--- config.mk ---
export PLATFORM = sky130hd
export DESIGN_NAME = cordic_delay_line
export DESIGN_NICKNAME = d
export VERILOG_FILES = /design/src/rtl/cordic_delay_line.sv
export SDC_FILE = /design/constraint.sdc
export NUM_CORES = 1
export LEC_CHECK = 0
export BUFFER_PORTS_ARGS = -buffer_cell sky130_fd_sc_hd__clkbuf_2
export CAP_MARGIN = 5
export CORE_ASPECT_RATIO = 0.8
export CORE_UTILIZATION = 35
export DETAILED_ROUTE_END_ITERATION = 6
export GPL_ROUTABILITY_DRIVEN = 0
export SETUP_SLACK_MARGIN = 0.5
export SYNTH_ARGS = -nofsm -noshare
export SYNTH_HDL_FRONTEND = slang
export SYNTH_SLANG_ARGS = --single-unit
--- constraint.sdc ---
create_clock -name clk -period 1.15 [get_ports clk]
set_input_delay 0.115 -clock clk [delete_from_list [all_inputs] [get_ports clk]]
set_output_delay 0.115 -clock clk [all_outputs]
set_load 0.01 [all_outputs]
--- src/rtl/cordic_delay_line.sv ---
// Fixed-depth shift register that carries expected values alongside the
// CORDIC pipeline so they arrive at the compare point with their results.
module cordic_delay_line #(
   parameter int DEPTH = 13,
   parameter int W     = 25
) (
   input  logic         clk,
   input  logic         rst_n,
   input  logic         clear,
   input  logic         shift_en,
   input  logic [W-1:0] din,
   output logic [W-1:0] dout
);

   logic [W-1:0] stage_r [DEPTH];

   // Shift one stage per enabled cycle; clear empties every stage at once.
   always_ff @(posedge clk or negedge rst_n) begin
      if (!rst_n) begin
         for (int i = 0; i < DEPTH; i++) begin
            stage_r[i] <= '0;
         end
      end else if (clear) begin
         for (int i = 0; i < DEPTH; i++) begin
            stage_r[i] <= '0;
         end
      end else if (shift_en) begin
         stage_r[0] <= din;
         for (int i = 1; i < DEPTH; i++) begin
            stage_r[i] <= stage_r[i-1];
         end
      end else begin
         for (int i = 0; i < DEPTH; i++) begin
            stage_r[i] <= stage_r[i];
         end
      end
   end

   assign dout = stage_r[DEPTH-1];

endmodule

# Yosys cells after proc, flatten, opt, wreduce, memory -nomap -nowiden
# Cells that the tools add are included.
# op_classes
n_reduce_logical	1
mux	2
# op_table
op	n
$mux 325	2
$reduce_bool 2->1	1
# totals
word_cells	16
reg_bits	325
out_inout_bits	25
in_bits	29

# Depth between registers and ports, before layout
# Gate-level depths: netlist of the first run.
# logic_depth
depth_word	2
depth_mapped	5
ltp_nobuf	2

# Least setup slack after synthesis of the first run
# No wires, ideal clock.
# synth_timing
kind	input-to-reg
startpoint	in shift_en
endpoint	reg stage_r[191] (netlist name)
required_ns	1.018
path_slack_ns	0.206
stages	5
arrival_time_ns	0.812
path_buffers	3
setup_ns	0.132
cell_sequence	buf_4 buf_6 buf_6 mux2i_1 nor2_1
# synth_via
elab_chain_len	1
# synth_lines
item	line	text
start, declared	10	input logic shift_en,
$reduce_bool 2->1 (no line)	-	
end signal, assigned by index	30	stage_r[i] <= stage_r[i-1];
end signal, assigned by index	34	stage_r[i] <= stage_r[i];
end, declared	15	logic [W-1:0] stage_r [DEPTH];
# No other way between the ends.
# A chain may end at the register's enable or synchronous reset.

# Worst setup path in the final report of the first run
# layout_timing
startpoint	reg stage_r, in the netlist dout[24]
endpoint	out dout[24]
# layout_lines
item	line	text
end, declared	12	output logic [W-1:0] dout
# No word-level cell between the ends.

==> reports/qor.yml, run 1 <==
finalCriticalPeriod_ns: 1.26
numPortBuffers: 53
drt_iter0_drc: 424
place_inst: 1561
synth.area.top_cells: "dfrtp_1 61%, mux2i_1 24%, nor2_1 9.2%, buf_6 2.3%, buf_4 1.9%"
slowest_stage: "dfrtp_1"
syn_avg_cell_area_um2: 12.4
worst_pin_slew_ns: 0.326
peakVddDrop_mv: 0.997
std_cell_rows: 63
wl_per_cell_um: 13.6
die_h_um: 176
cts.clk_slew.worst_paths_ns: 0.06
firstDrtPassIters: 5
route.vias.total: 7554
start_util_pct: 35.7
core_mm2: 0.0373
place_ws_ns: 0.0502
clockBufferDepth: 3
utilization_pct: 42.4
timing_worst_setup_path_type: "reg -> out"
crit_required_ns: 1.03
gr-usage-all-layers_pct: 11.9
synth_top_area_cell: "dfrtp_1"
fp.dieW_um: 220
synthCells: 1072
synth_top_area_share_pct: 61.1
final_cell_mix: "325 x nor2_1, 325 x dfrtp_1, 324 x mux2i_1, 43 x clkbuf_2"
max_slew_margin_pct: 78.3
finalNonFillerCells: 1664
numCtsBuffers: 31
yosysWarnings: 0
cts_tree: "yes"
final_nets: 1185
hp-class: "in -> reg"
final-max-slew-violation-count: 0
postCtsHoldBufs: 26
cap_violations: 0
grt_pass1_wl_mm: 38.5
finalCritPeriodShare_pct: 109
p_total_mw: 23.6
worst_slack_ns: -0.105
path_cells: "clkbuf_2"
clockRootBuffer: "clkbuf_16"
crit_path_start_kind: "flip-flop"
grt_max_degree: 61
drc: 0
grt-ovfl-total: 0
worstPathArrival_ns: 1.14
ys_seq_area_share_pct: 61.1
outcome: "finished, violations left"
area_delta_synth_final_pct: 18.7
violations: "negative hold slack, negative setup slack"
synth_cell_types: 9
first_global_vias: 7741
clk_latency_ns: 0.57
fmax_mhz: 797
p_leak_nw: 8.24
multi_input_area_mm2: 0.00448
htreeDepth: 1
hold_start: "clear"
syn-num-nets: 1101
wl_mm: 22.7
r2r_start: "dout[17]"
report.final.hold_viol_count: 24
n_fill_cell: 3473
vias_per_cell: 4.54
slowest_delay_ns: 0.42
antenna_found_initial: 0
ant_nets: 0
setup_violations: 25
power_per_cell_area_mw_per_mm2: 1490
cts_sinks: 325
syn_area_mm2: 0.0133
ff_latch_area_mm2: 0.00813
pin_count: 54
endpoint_kind: "output pin"
timing.hold.ws_ns: -0.123
worst-path-buf-inv: 1
die-area_mm2: 0.0388
rsz0062_at_grt: "true"
postSynthRegisterBits: 325
drive_gt1_share_pct: 14.6
cp_top_family: "flip-flops"
crit_fanout: 2
hpwlAfterDp_mm: 14.0
fin_skew_ns: 0.0237
antenna_cells: 0
crit_start: "dout[24]"
==> layout make-up <==
| class | count | share of cell area [%] |
|---|---|---|
| multi-input combinational | 650 | 28.3 |
| clock inverter | 10 | 0.990 |
| clock buffer | 44 | 5.73 |
| tap | 487 | 3.86 |
| sequential | 325 | 51.5 |
| timing repair buffer | 148 | 9.62 |
==> power by group <==
group | leakage (nW) | switching [mW] | internal, mW
logic | 3.20 | 0.814 | 0.623
registers | 4.52 | 0.0590 | 11.5
clock network | 0.522 | 4.21 | 6.32
==> sequential cells by signal, summed over array words and instances (netlist names) <==
name,count
dout,25
stage_r,300
==> stage by stage <==
stage,hold WS (ns),setup TNS (ns),cell area [um^2]
finish,-0.123,-1.12,15800
global route,-0.132,-2.31,15800
CTS,-0.147,-2.00,15600
detailed placement,-0.00522,0,14200
global placement,-0.00565,0,14200
floorplan,-0.181,0,13500
==> routing by layer <==
metal	up-vias	track usage, %	wire length (um)
li1	3697	-	-
met1	3773	15.9	10300
met2	51	20.0	11400
met3	33	2.10	579
met4	0	2.99	427
met5	-	0	0
==> Yosys cell counts <==
library cell  number
buf_4             33
buf_6             27
mux2i_1          325
buf_8              1
dfrtp_1          325
clkbuf_1          21
nor2_1           325
buf_2              5
buf_1             10
==> timing repair <==
item                                   4_1_cts  5_1_grt
setup endpoints to repair                  350      407
pin swaps                                    0       26
endpoints found under the hold margin      372       23
resized for setup                            0       31
gates cloned                                 0        1
setup buffers                               12       10
==> path summary, 6_finish.rpt <==
check / endpoint / slack [ns] / depth (start not counted)
worst max-delay path: dout[24] / -0.11 / 1
worst min-delay path: stage_r[98] / -0.12 / 2
worst max register to register: dout[17] / 0.24 / 4
worst min register to register: stage_r[194] / 0.52 / 2
max in group asynchronous: stage_r[152] / 0.56 / 3
min in group asynchronous: stage_r[322] / 0 / 2
==> kinds of logic (layout without fill, tap and decap cells) <==
logic type | after synthesis | count (layout) | share of synthesized area [%]
DFF | 325 | 325 | 61.1
and+or+nand+nor | 325 | 325 | 9.16
muxes | 325 | 325 | 24.4
buffers and inverters | 97 | 202 | 5.32
(Power assumes the default switching activity.)
==> inputs of run 2 (changes only) <==
--- a/config.mk
+++ b/config.mk
@@ -7,10 +7,13 @@
 export LEC_CHECK = 0
 export BUFFER_PORTS_ARGS = -buffer_cell sky130_fd_sc_hd__clkbuf_2
 export CAP_MARGIN = 5
+export CELL_PAD_IN_SITES_DETAIL_PLACEMENT = 0
+export CELL_PAD_IN_SITES_GLOBAL_PLACEMENT = 1
 export CORE_ASPECT_RATIO = 0.8
 export CORE_UTILIZATION = 35
 export DETAILED_ROUTE_END_ITERATION = 6
 export GPL_ROUTABILITY_DRIVEN = 0
+export PLACE_DENSITY_LB_ADDON = 0.1
 export SETUP_SLACK_MARGIN = 0.5
 export SYNTH_ARGS = -nofsm -noshare
 export SYNTH_HDL_FRONTEND = slang
==> run 2 against run 1 <==
Net effect:
- the run ends with negative hold slack left
- sequential cell count is the same
- clock skew decreased by 0.0065 ns
- final cell count up 0.12%
- sequential share of layout area about the same
- global-route usage grew 1.1 points
- critical path depth did not move
- largest cell class unchanged
==> reports/qor.yml, run 2 (synthesized netlist as in run 1, its figures left out) <==
outcome: "finished, violations left"
violations: "negative hold slack"
drive_gt1_share_pct: 14.3  # -0.28 points
cts_tree: "yes"
rsz0062_at_grt: "true"
first_global_vias: 7789  # +0.62%
start_util_pct: 35.7  # unchanged
worst_pin_slew_ns: 0.450  # +0.124 ns
peakVddDrop_mv: 0.931  # -6.6%
hpwlAfterDp_mm: 14.6  # +3.9%
ant_nets: 0  # unchanged
n_fill_cell: 3541  # +2.0%
max_slew_margin_pct: 70.0  # -8.3 points
clockRootBuffer: "clkbuf_16"
postPlaceCellArea_mm2: 0.0142  # +0.11%
antenna_found_initial: 0  # unchanged
crit_path_start_kind: "flip-flop"
drt_iter0_drc: 434  # +2.4%
timing_worst_setup_path_type: "reg -> out"
finalCriticalPeriod_ns: 1.15  # -0.105 ns
die-area_mm2: 0.0388  # unchanged
p_leak_nw: 8.25  # +0.18%
numCtsBuffers: 36  # +16%
fmax_mhz: 870  # +9.2%
worst-path-buf-inv: 1  # unchanged
wl_mm: 24.1  # +6.3%
worstPathArrival_ns: 1.03  # -0.11 ns
finalCritPeriodShare_pct: 100  # -9.2 points
final_cell_mix: "325 x mux2i_1, 325 x nor2_1, 325 x dfrtp_1, 49 x clkbuf_2, 37 x clkbuf_16"
route.vias.total: 7553  # -0.013%
power_per_cell_area_mw_per_mm2: 1570  # +5.0%
final-max-slew-violation-count: 0  # unchanged
reg2reg_depth: 4  # unchanged
cts_sinks: 325  # unchanged
crit_fanout: 2  # unchanged
setup_violations: 0  # -100%
firstDrtPassIters: 4  # -1
hp-class: "in -> async"
multi_input_area_mm2: 0.00447  # about the same
tns_ns: 0  # +1.12 ns
grt_max_degree: 68  # +11%
final_nets: 1182  # -0.25%
crit_required_ns: 1.03  # about the same
crit_start: "dout[13]"
numPortBuffers: 53  # unchanged
cap_violations: 0  # unchanged
fp.dieW_um: 220  # unchanged
timing.hold.ws_ns: -0.566  # -0.443 ns
clockBufferDepth: 3  # unchanged
utilization_pct: 42.4  # about the same
ff_latch_area_mm2: 0.00813  # unchanged
top_register: "stage_r"
pin_count: 54  # unchanged
core_mm2: 0.0373  # unchanged
grt_pass1_wl_mm: 41.0  # +6.3%
cp_top_family: "flip-flops"
stdcell_area_mm2: 0.0158  # about the same
endpoint_kind: "output pin"
vias_per_cell: 4.53  # -0.13%
path_cells: "clkbuf_2"
htreeDepth: 2  # +1
r2r_start: "dout[16]"
std_cell_rows: 63  # unchanged
antenna_cells: 0  # unchanged
drc: 0  # unchanged
largest_reg_flops: 300  # unchanged
reg2reg_to: "dout[16]"
grt-ovfl-total: 0  # unchanged
fin_skew_ns: 0.0172  # -0.00649 ns
wl_per_cell_um: 14.5  # +6.2%
slowest_stage: "dfrtp_1"
gr-usage-all-layers_pct: 13.0  # +1.1 points
area_delta_synth_final_pct: 18.8  # about the same
p_total_mw: 24.8  # +5.1%
die_h_um: 176  # unchanged
slowest_delay_ns: 0.39  # -0.03 ns
cts.clk_slew.worst_paths_ns: 0.06  # about the same
report.final.hold_viol_count: 328  # +1300%
r2r_setup_slack_ns: 0.27  # +0.03 ns
cp_num_cells: 1  # unchanged
clk_latency_ns: 0.52  # -0.05 ns
[run 2: cell count changes in the layout (fill, tap and decap cells not counted), sizes merged]
cell,change
buf,-13
bufinv,-1
clkbuf,+17
clkinv,+1
clkinvlp,-1
inv,-1
[run 2: timing repair]
| item | CTS | global route |
|---|---|---|
| gates resized for setup | 1 | 3 |
| pin swaps | 1 | 37 |
| buffers inserted | 10 | 8 |
| hold endpoints to repair | 364 | 338 |
| endpoints found under the setup margin | 350 | 359 |
| hold buffers | 26 | 1 |
[run 2: how the worst max path moves through the flow]
stage	end	slack, ns
finish	dout[13]	0.00007
CTS	dout[13]	-0.05
global placement	stage_r[312]	0.08
floorplan	stage_r[108]	0.29
global route	dout[3]	-0.06
detailed placement	stage_r[310]	0.07
[run 2: where the power goes]
group	internal, mW	switching, mW
combinational	0.616	0.825
sequential	11.5	0.0623
clock	7.22	4.51
total	19.4	5.39
[run 2: layer usage]
metal,share of wire (%),routed length (um),vias up,GRT usage (%)
met5,0,0,-,0
met2,48,11500,56,20.8
met1,47,11300,3758,17.6
li1,-,-,3696,-
met3,3.2,764,43,2.89
met4,2.3,546,0,4.14
[run 2: cell type report]
type | count | area share, %
Tap cell | 487 | 3.85
Sequential cell | 325 | 51.4
Clock buffer | 56 | 6.94
Clock inverter | 8 | 0.728
Multi-Input combinational cell | 650 | 28.3
Timing Repair Buffer | 140 | 8.77
[run 2: stage by stage]
| step | std cells | setup WS, ns |
|---|---|---|
| finish | 1666 | 0.0000738 |
| detailed placement | 1558 | 0.0744 |
| global route | 1666 | -0.0559 |
| floorplan | 1072 | 0.289 |
| global placement | 1558 | 0.0756 |
| CTS | 1658 | -0.0467 |
